$ cat src/rtl/dino_score_counter.sv
// Frame-driven BCD score engine for Dino Run: frame detect off vga_vs, IDLE/RUN/OVER FSM,
// saturating BCD score. High-score register is built only when DINO_SCORE_HISCORE_EN is defined.
module dino_score_counter #(
  parameter int DIGITS           = 4,
  parameter int FRAMES_PER_POINT = 6,
  parameter int MILESTONE_DIGIT  = 2
) (
  input  logic                clk,
  input  logic                reset,
  input  logic                vga_vs,
  input  logic                start,
  input  logic                hit,
  output logic [4*DIGITS-1:0] score_bcd,
  output logic [4*DIGITS-1:0] hi_bcd,
  output logic                frame_tick,
  output logic                score_tick,
  output logic                milestone,
  output logic [1:0]          state
);

  localparam int CW = (FRAMES_PER_POINT > 1) ? $clog2(FRAMES_PER_POINT) : 1;
  localparam logic [CW-1:0] LAST_FRAME = CW'(FRAMES_PER_POINT - 1);

  typedef enum logic [1:0] {
    S_IDLE = 2'd0,
    S_RUN  = 2'd1,
    S_OVER = 2'd2
  } state_t;

  state_t              r_state;
  state_t              w_state_nxt;
  logic                r_vs_q;
  logic                r_frame_tick;
  logic                r_score_tick;
  logic                r_milestone;
  logic [CW-1:0]       r_frame_cnt;
  logic [4*DIGITS-1:0] r_score;
  logic [4*DIGITS-1:0] w_score_inc;
  logic                w_all9;
  logic                w_low9;
  logic                w_carry;
  logic                w_clear;
  logic                w_advance;

  always_ff @(posedge clk or negedge reset) begin
    if (!reset) r_state <= S_IDLE;
    else        r_state <= w_state_nxt;
  end

  always_comb begin
    w_state_nxt = r_state;
    case (r_state)
      S_IDLE:  if (start) w_state_nxt = S_RUN;
      S_RUN:   if (hit)   w_state_nxt = S_OVER;
      S_OVER:  if (start) w_state_nxt = S_RUN;
      default: w_state_nxt = S_IDLE;
    endcase
  end

  // hit in RUN suppresses the frame advance of the same cycle
  always_comb begin
    w_clear   = 1'b0;
    w_advance = 1'b0;
    case (r_state)
      S_IDLE, S_OVER: w_clear   = start;
      S_RUN:          w_advance = r_frame_tick && !hit;
      default: begin
        w_clear   = 1'b0;
        w_advance = 1'b0;
      end
    endcase
  end

  always_comb begin
    w_score_inc = r_score;
    w_all9      = 1'b1;
    w_low9      = 1'b1;
    w_carry     = 1'b1;
    for (int i = 0; i < DIGITS; i++) begin
      if (r_score[4*i +: 4] != 4'd9) w_all9 = 1'b0;
      if ((i < MILESTONE_DIGIT) && (r_score[4*i +: 4] != 4'd9)) w_low9 = 1'b0;
      if (w_carry) begin
        if (r_score[4*i +: 4] == 4'd9) begin
          w_score_inc[4*i +: 4] = 4'd0;
        end else begin
          w_score_inc[4*i +: 4] = r_score[4*i +: 4] + 4'd1;
          w_carry               = 1'b0;
        end
      end
    end
  end

  always_ff @(posedge clk or negedge reset) begin
    if (!reset) begin
      r_vs_q       <= 1'b1;
      r_frame_tick <= 1'b0;
      r_score_tick <= 1'b0;
      r_milestone  <= 1'b0;
      r_frame_cnt  <= '0;
      r_score      <= '0;
    end else begin
      r_vs_q       <= vga_vs;
      r_frame_tick <= r_vs_q & ~vga_vs;
      r_score_tick <= 1'b0;
      r_milestone  <= 1'b0;
      if (w_clear) begin
        r_score     <= '0;
        r_frame_cnt <= '0;
      end else if (w_advance) begin
        if (r_frame_cnt == LAST_FRAME) begin
          r_frame_cnt <= '0;
          if (!w_all9) begin
            r_score      <= w_score_inc;
            r_score_tick <= 1'b1;
            r_milestone  <= w_low9;
          end
        end else begin
          r_frame_cnt <= r_frame_cnt + 1'b1;
        end
      end
    end
  end

`ifdef DINO_SCORE_HISCORE_EN
  logic                r_cmp_pend;
  logic [4*DIGITS-1:0] r_hi;
  logic                w_score_gt;
  logic                w_decided;

  // digit-wise magnitude compare, most significant digit decides first
  always_comb begin
    w_score_gt = 1'b0;
    w_decided  = 1'b0;
    for (int i = DIGITS - 1; i >= 0; i--) begin
      if (!w_decided && (r_score[4*i +: 4] != r_hi[4*i +: 4])) begin
        w_score_gt = (r_score[4*i +: 4] > r_hi[4*i +: 4]);
        w_decided  = 1'b1;
      end
    end
  end

  always_ff @(posedge clk or negedge reset) begin
    if (!reset) begin
      r_cmp_pend <= 1'b0;
      r_hi       <= '0;
    end else begin
      r_cmp_pend <= (r_state == S_RUN) && hit;
      if (r_cmp_pend && w_score_gt) r_hi <= r_score;
    end
  end

  assign hi_bcd = r_hi;
`else
  assign hi_bcd = '0;
`endif

  assign score_bcd  = r_score;
  assign frame_tick = r_frame_tick;
  assign score_tick = r_score_tick;
  assign milestone  = r_milestone;
  assign state      = r_state;

endmodule

$ cat config.mk
export PLATFORM = sky130hd
export DESIGN_NAME = dino_score_counter
export DESIGN_NICKNAME = d
export VERILOG_FILES = /design/src/rtl/dino_score_counter.sv
export SDC_FILE = /design/constraint.sdc
export NUM_CORES = 1
export LEC_CHECK = 0
export BUFFER_PORTS_ARGS = -buffer_cell sky130_fd_sc_hd__buf_2
export CORE_MARGIN = 4
export CORE_UTILIZATION = 55
export CTS_CLUSTER_DIAMETER = 30
export DETAILED_ROUTE_END_ITERATION = 16
export PLACE_DENSITY = 0.92
export SYNTH_ARGS = -nofsm -noshare
export SYNTH_HDL_FRONTEND = slang
export SYNTH_SLANG_ARGS = --single-unit
$ cat constraint.sdc
create_clock -name clk -period 4.3 [get_ports clk]
set_input_delay 0.86 -clock clk [delete_from_list [all_inputs] [get_ports clk]]
set_output_delay 0.86 -clock clk [all_outputs]
set_load 0.03 [all_outputs]
== Word-level counts from Yosys, hierarchy flattened ==
Cells that the tools add are included.

* Bits in registers: 25
* Output and inout bits: 37
* Logic and storage cells: 81

* $add $sub $neg: 5
* Eq/ne operators: 14
* Multiplexer cells: 36
* Bitwise logic cells: 2
* Reduce and logical (&&, ||, !) cells: 14

{| class="wikitable"
|+ Operator list
! operator !! number
|-
| $mux 16 || 4
|-
| $mux 4 || 7
|-
| $mux 1 || 19
|-
| $add 4x1->4 const B || 4
|-
| $eq 4x4->1 const B || 4
|-
| $ne 4x4->1 const B || 4
|-
| $reduce_and 4->1 || 3
|-
| $reduce_bool 2->1 || 5
|-
| $mux 3 || 3
|-
| $mux 2 || 2
|-
| $ne 2x1->1 const B || 2
|-
| $pmux 2 s2 || 1
|-
| $add 3x1->3 const B || 1
|-
| $eq 3x3->1 const B || 1
|-
| $reduce_and 3->1 || 1
|-
| $eq 2x1->1 const B || 1
|-
| $eq 2x2->1 const B || 1
|-
| $logic_not 2->1 || 1
|-
| $ne 2x2->1 const B || 1
|-
| $reduce_and 2->1 || 1
|-
| $reduce_or 2->1 || 1
|-
| $and 1x1->1 || 1
|-
| $logic_and 1x1->1 || 1
|-
| $logic_not 1->1 || 1
|-
| $not 1->1 || 1
|}

== Depth between registers and ports, before layout ==
* Depth after elaboration: 9
* Depth in mapped cells: 7
* Mapped depth without buffers: 6

== Worst setup path after synthesis ==
No wires, ideal clock.

* Path kind: input to register
* Start point: input port hit
* End point: register r_score[11] (netlist: score_bcd[11])
* Arrival time: 1.907 ns
* Setup slack: 2.311 ns
* Cell stages on the path: 4
* Path buffers: 0
* Cell sequence: nor3b_4 > nand4_2 > or4b_1 > a31oi_1

* Word-level cells in the longest chain between the ends: 5

{| class="wikitable"
|+ RTL lines
! item !! RTL line !! source
|-
| start, declared || 12 || <nowiki>input logic hit,</nowiki>
|-
| $logic_not 1->1 || 66 || <nowiki>S_RUN: w_advance = r_frame_tick && !hit;</nowiki>
|-
| $logic_and 1x1->1 || 66 ||
|-
| $mux 1 || 64 || <nowiki>case (r_state)</nowiki>
|-
| $reduce_bool 2->1 (no line) || -- ||
|-
| $reduce_and 4->1 (no line) || -- ||
|-
| end signal, assigned || 113 || <nowiki>r_score <= w_score_inc;</nowiki>
|-
| end, declared || 37 || <nowiki>logic [4*DIGITS-1:0] r_score;</nowiki>
|}

No other way between the ends.
A chain may end at the register's enable or synchronous reset.

== Worst setup path after layout ==
* Start point: register r_score[1] (netlist: score_bcd[1])
* End point: register r_score[11] (netlist: score_bcd[11])

* Word-level cells in the longest chain between the ends: 7
* Elaborated cells on any way between the ends: 11

{| class="wikitable"
|+ RTL lines
! item !! RTL line !! source
|-
| $ne 4x4->1 || 80 || <nowiki>if (r_score[4*i +: 4] != 4'd9) w_all9 = 1'b0;</nowiki>
|-
| $mux 1 (4 in a row) || 80 ||
|-
| $ne 2x1->1 (no line) || -- ||
|-
| $reduce_and 4->1 (no line) * || -- ||
|}

Mark *: on every way between the ends. The rest lies on a longest branch, timed or not.

==> results.cfg <==
[power_and_ir_drop]
power_frac_clock = 0.259
seqPwrFrac = 0.582
combPwrFrac = 0.159
powerDensity_nw_per_um2 = 273
power_switching_share = 0.321
power.switching_uw = 139
leakagePower_uw = 0.000780
peakVddDrop_uv = 208
p_int_uw = 295

[sta]
setup_viol = 0
post-route-min-period_ns = 2.16
worstMarginPinSlew_ns = 0.911
min_period_over_period = 0.502
hold_violations = 0
fmax_mhz = 463
slew_headroom = 0.391
rsz0062_at_grt = no
tns_ns = 0
finalWorstSetupSlack_ns = 2.14
drv_slew = 0
fin_skew_ns = 0.00399

[synth]
synth-edff-count = 0
syn_inst = 150
synth-xor-area-share = 0.00595
seq_area_frac_synth = 0.426
synth_top_cell_by_area = dfrtp_1
yosysWarnings = 0
ys_types = 38
synth_fa_ha_area_frac = 0.0680
synthMuxAreaShare = 0.0272
synth_area_leaders = dfrtp_1, buf_4, ha_1
netlist_area_um2 = 1470
yosys.area_share.simple = 0.226
yosysMostFrequentCell = dfrtp_1
avgSynthCellArea_um2 = 9.81
async_flop_share = 1.00
ys.flop_type = dfrtp_1
synth_top_cell_area_share = 0.408
ys_ff_latch = 25
synth_top_family_by_area = simple AND/OR/NAND/NOR gates
synth.top_cells.by_count = dfrtp_1, buf_4, nand2_1
synth_compound_area_frac = 0.137

[floorplanning]
pin_count = 42
die_height_um = 59.7
die_w_um = 59.7
rows = 18
core-area_um2 = 2520
start_util = 0.583
dieArea_um2 = 3570

[drt]
viasPerCell = 5.79
drc = 0
wl_per_cell_um = 15.1
drt_iter0_markers = 51
wirelength_mm = 3.09
dr.pass1.iters = 4
via_count = 1187
ant_nets = 0

[clocking]
cts_buffer_depth = 2
clock_sinks = 25
cts-resized-gates = 0
path_clk_slew_ns = 0.15
cts_tree = built
postCtsHoldBufs = 0
cts_max_level = 1
post-cts-setup-buffers = 0
cts_root_buffer = clkbuf_4
clock_latency_ns = 0.33
cts_buffers = 3

[worst_setup_path]
critPathBufInv = 1
crit_type = flip-flop to flip-flop
crit_fanout = 15
endpoint_kind = flip-flop
cpPeakStageDelay_ns = 0.60
startpoint = score_bcd[1]
critical_path_required_ns = 4.56
startpoint_type = flip-flop
reg2reg_from = score_bcd[1]
critPathSlowestCell = or4b_1
cp_cell_sequence = inv_1 -> ha_1 -> and3b_1 -> nand4_2 -> or4b_1 -> a31oi_1
arrival_ns = 2.42
crit_family = simple AND/OR/NAND/NOR gates

[final_layout]
n_antenna_cell = 0
fin_nets = 189
drive_above_1_share = 0.194
area_growth_pct = 7.99

[global_route]
grt-ovfl-total = 0
first_global_vias = 1176
antenna_found_initial = 0
grt_usage = 0.194
grt_pass1_wl_mm = 5.26
grt_max_degree = 26

[place]
dp_hpwl_mm = 2.34
numPortBuffers = 25
pre_cts_slack_ns = 1.84
place_congestion = 0.751

[job]
drv_cap = 0

[min_path]
hp-class = primary input to async pin

[run_status]
status = completed
## per-stage QoR
step / cells / power [uW] / hold WS [ns] / area (um2) / util
3_3_place_gp: 201 / 322 / 0.493 / 1560 / 0.618
2_1_floorplan: 165 / 317 / 0.486 / 1530 / -
4_1_cts: 205 / 439 / 0.498 / 1590 / 0.630
5_1_grt: 205 / 455 / 0.511 / 1590 / 0.630
6_report: 205 / 434 / 0.491 / 1590 / 0.630
3_5_place_dp: 201 / 326 / 0.497 / 1560 / 0.618
## power by group through the flow
stage                     Sequential (uW)  Combinational (uW)  Clock, uW
final                                 253                68.8        112
after CTS                             253                69.1        118
after global placement                256                66.0          0
after floorplan                       264                53.2          0
after global routing                  254                73.6        127
after detailed placement              257                69.1          0
## registers in the layout, summed over array words and instances (netlist names)
name         count
score_bcd       16
frame_tick       1
milestone        1
r_frame_cnt      3
r_vs_q           1
state            2
score_tick       1
## cell usage in the layout (no fill, tap or decap), types with 4 or more instances in the layout
master,instances
a21oi_1,5
buf_2,25
conb_1,16
dfrtp_1,24
ha_1,8
inv_1,7
mux2i_1,4
nand2_1,10
nand3_1,4
nand3b_1,4
nor2_1,8
o211ai_1,4
o21ai_0,6
o31ai_1,6
or3_1,5
## metal layers
| metal | up-vias | wire (um) | GRT usage |
|---|---|---|---|
| li1 | 559 | - | - |
| met1 | 577 | 1190 | 0.225 |
| met2 | 43 | 1640 | 0.338 |
| met3 | 8 | 191 | 0.0432 |
| met4 | 0 | 64 | 0.0886 |
| met5 | - | 0 | 0 |
## worst paths after layout
| check | to | slack (ns) | cells past startpoint |
|---|---|---|---|
| setup / recovery | score_bcd[11] | 2.14 | 6 |
| hold / removal | frame_tick | 0.49 | 1 |
| setup reg to reg | score_bcd[11] | 2.14 | 6 |
| hold reg to reg | frame_tick | 0.52 | 1 |
| max in group asynchronous | score_bcd[7] | 3.44 | 1 |
| min in group clk | frame_tick | 0.52 | 1 |
## cell families after synthesis
group	Yosys count
compound gates	30
flops	25
buf+inv	26
other cells	1
fa+ha+maj	8
mux	4
xor+xnor	1
simple gates	55
## cell type report
type / count / area, um2
Clock inverter: 1 / 7.51
Timing Repair Buffer: 25 / 125
Inverter: 7 / 26.3
Clock buffer: 3 / 22.5
Multi-Input combinational cell: 114 / 743
Sequential cell: 25 / 627
Fill cell: 221 / 933
Tap cell: 30 / 37.5
Power figures use the tool's default switching activity.
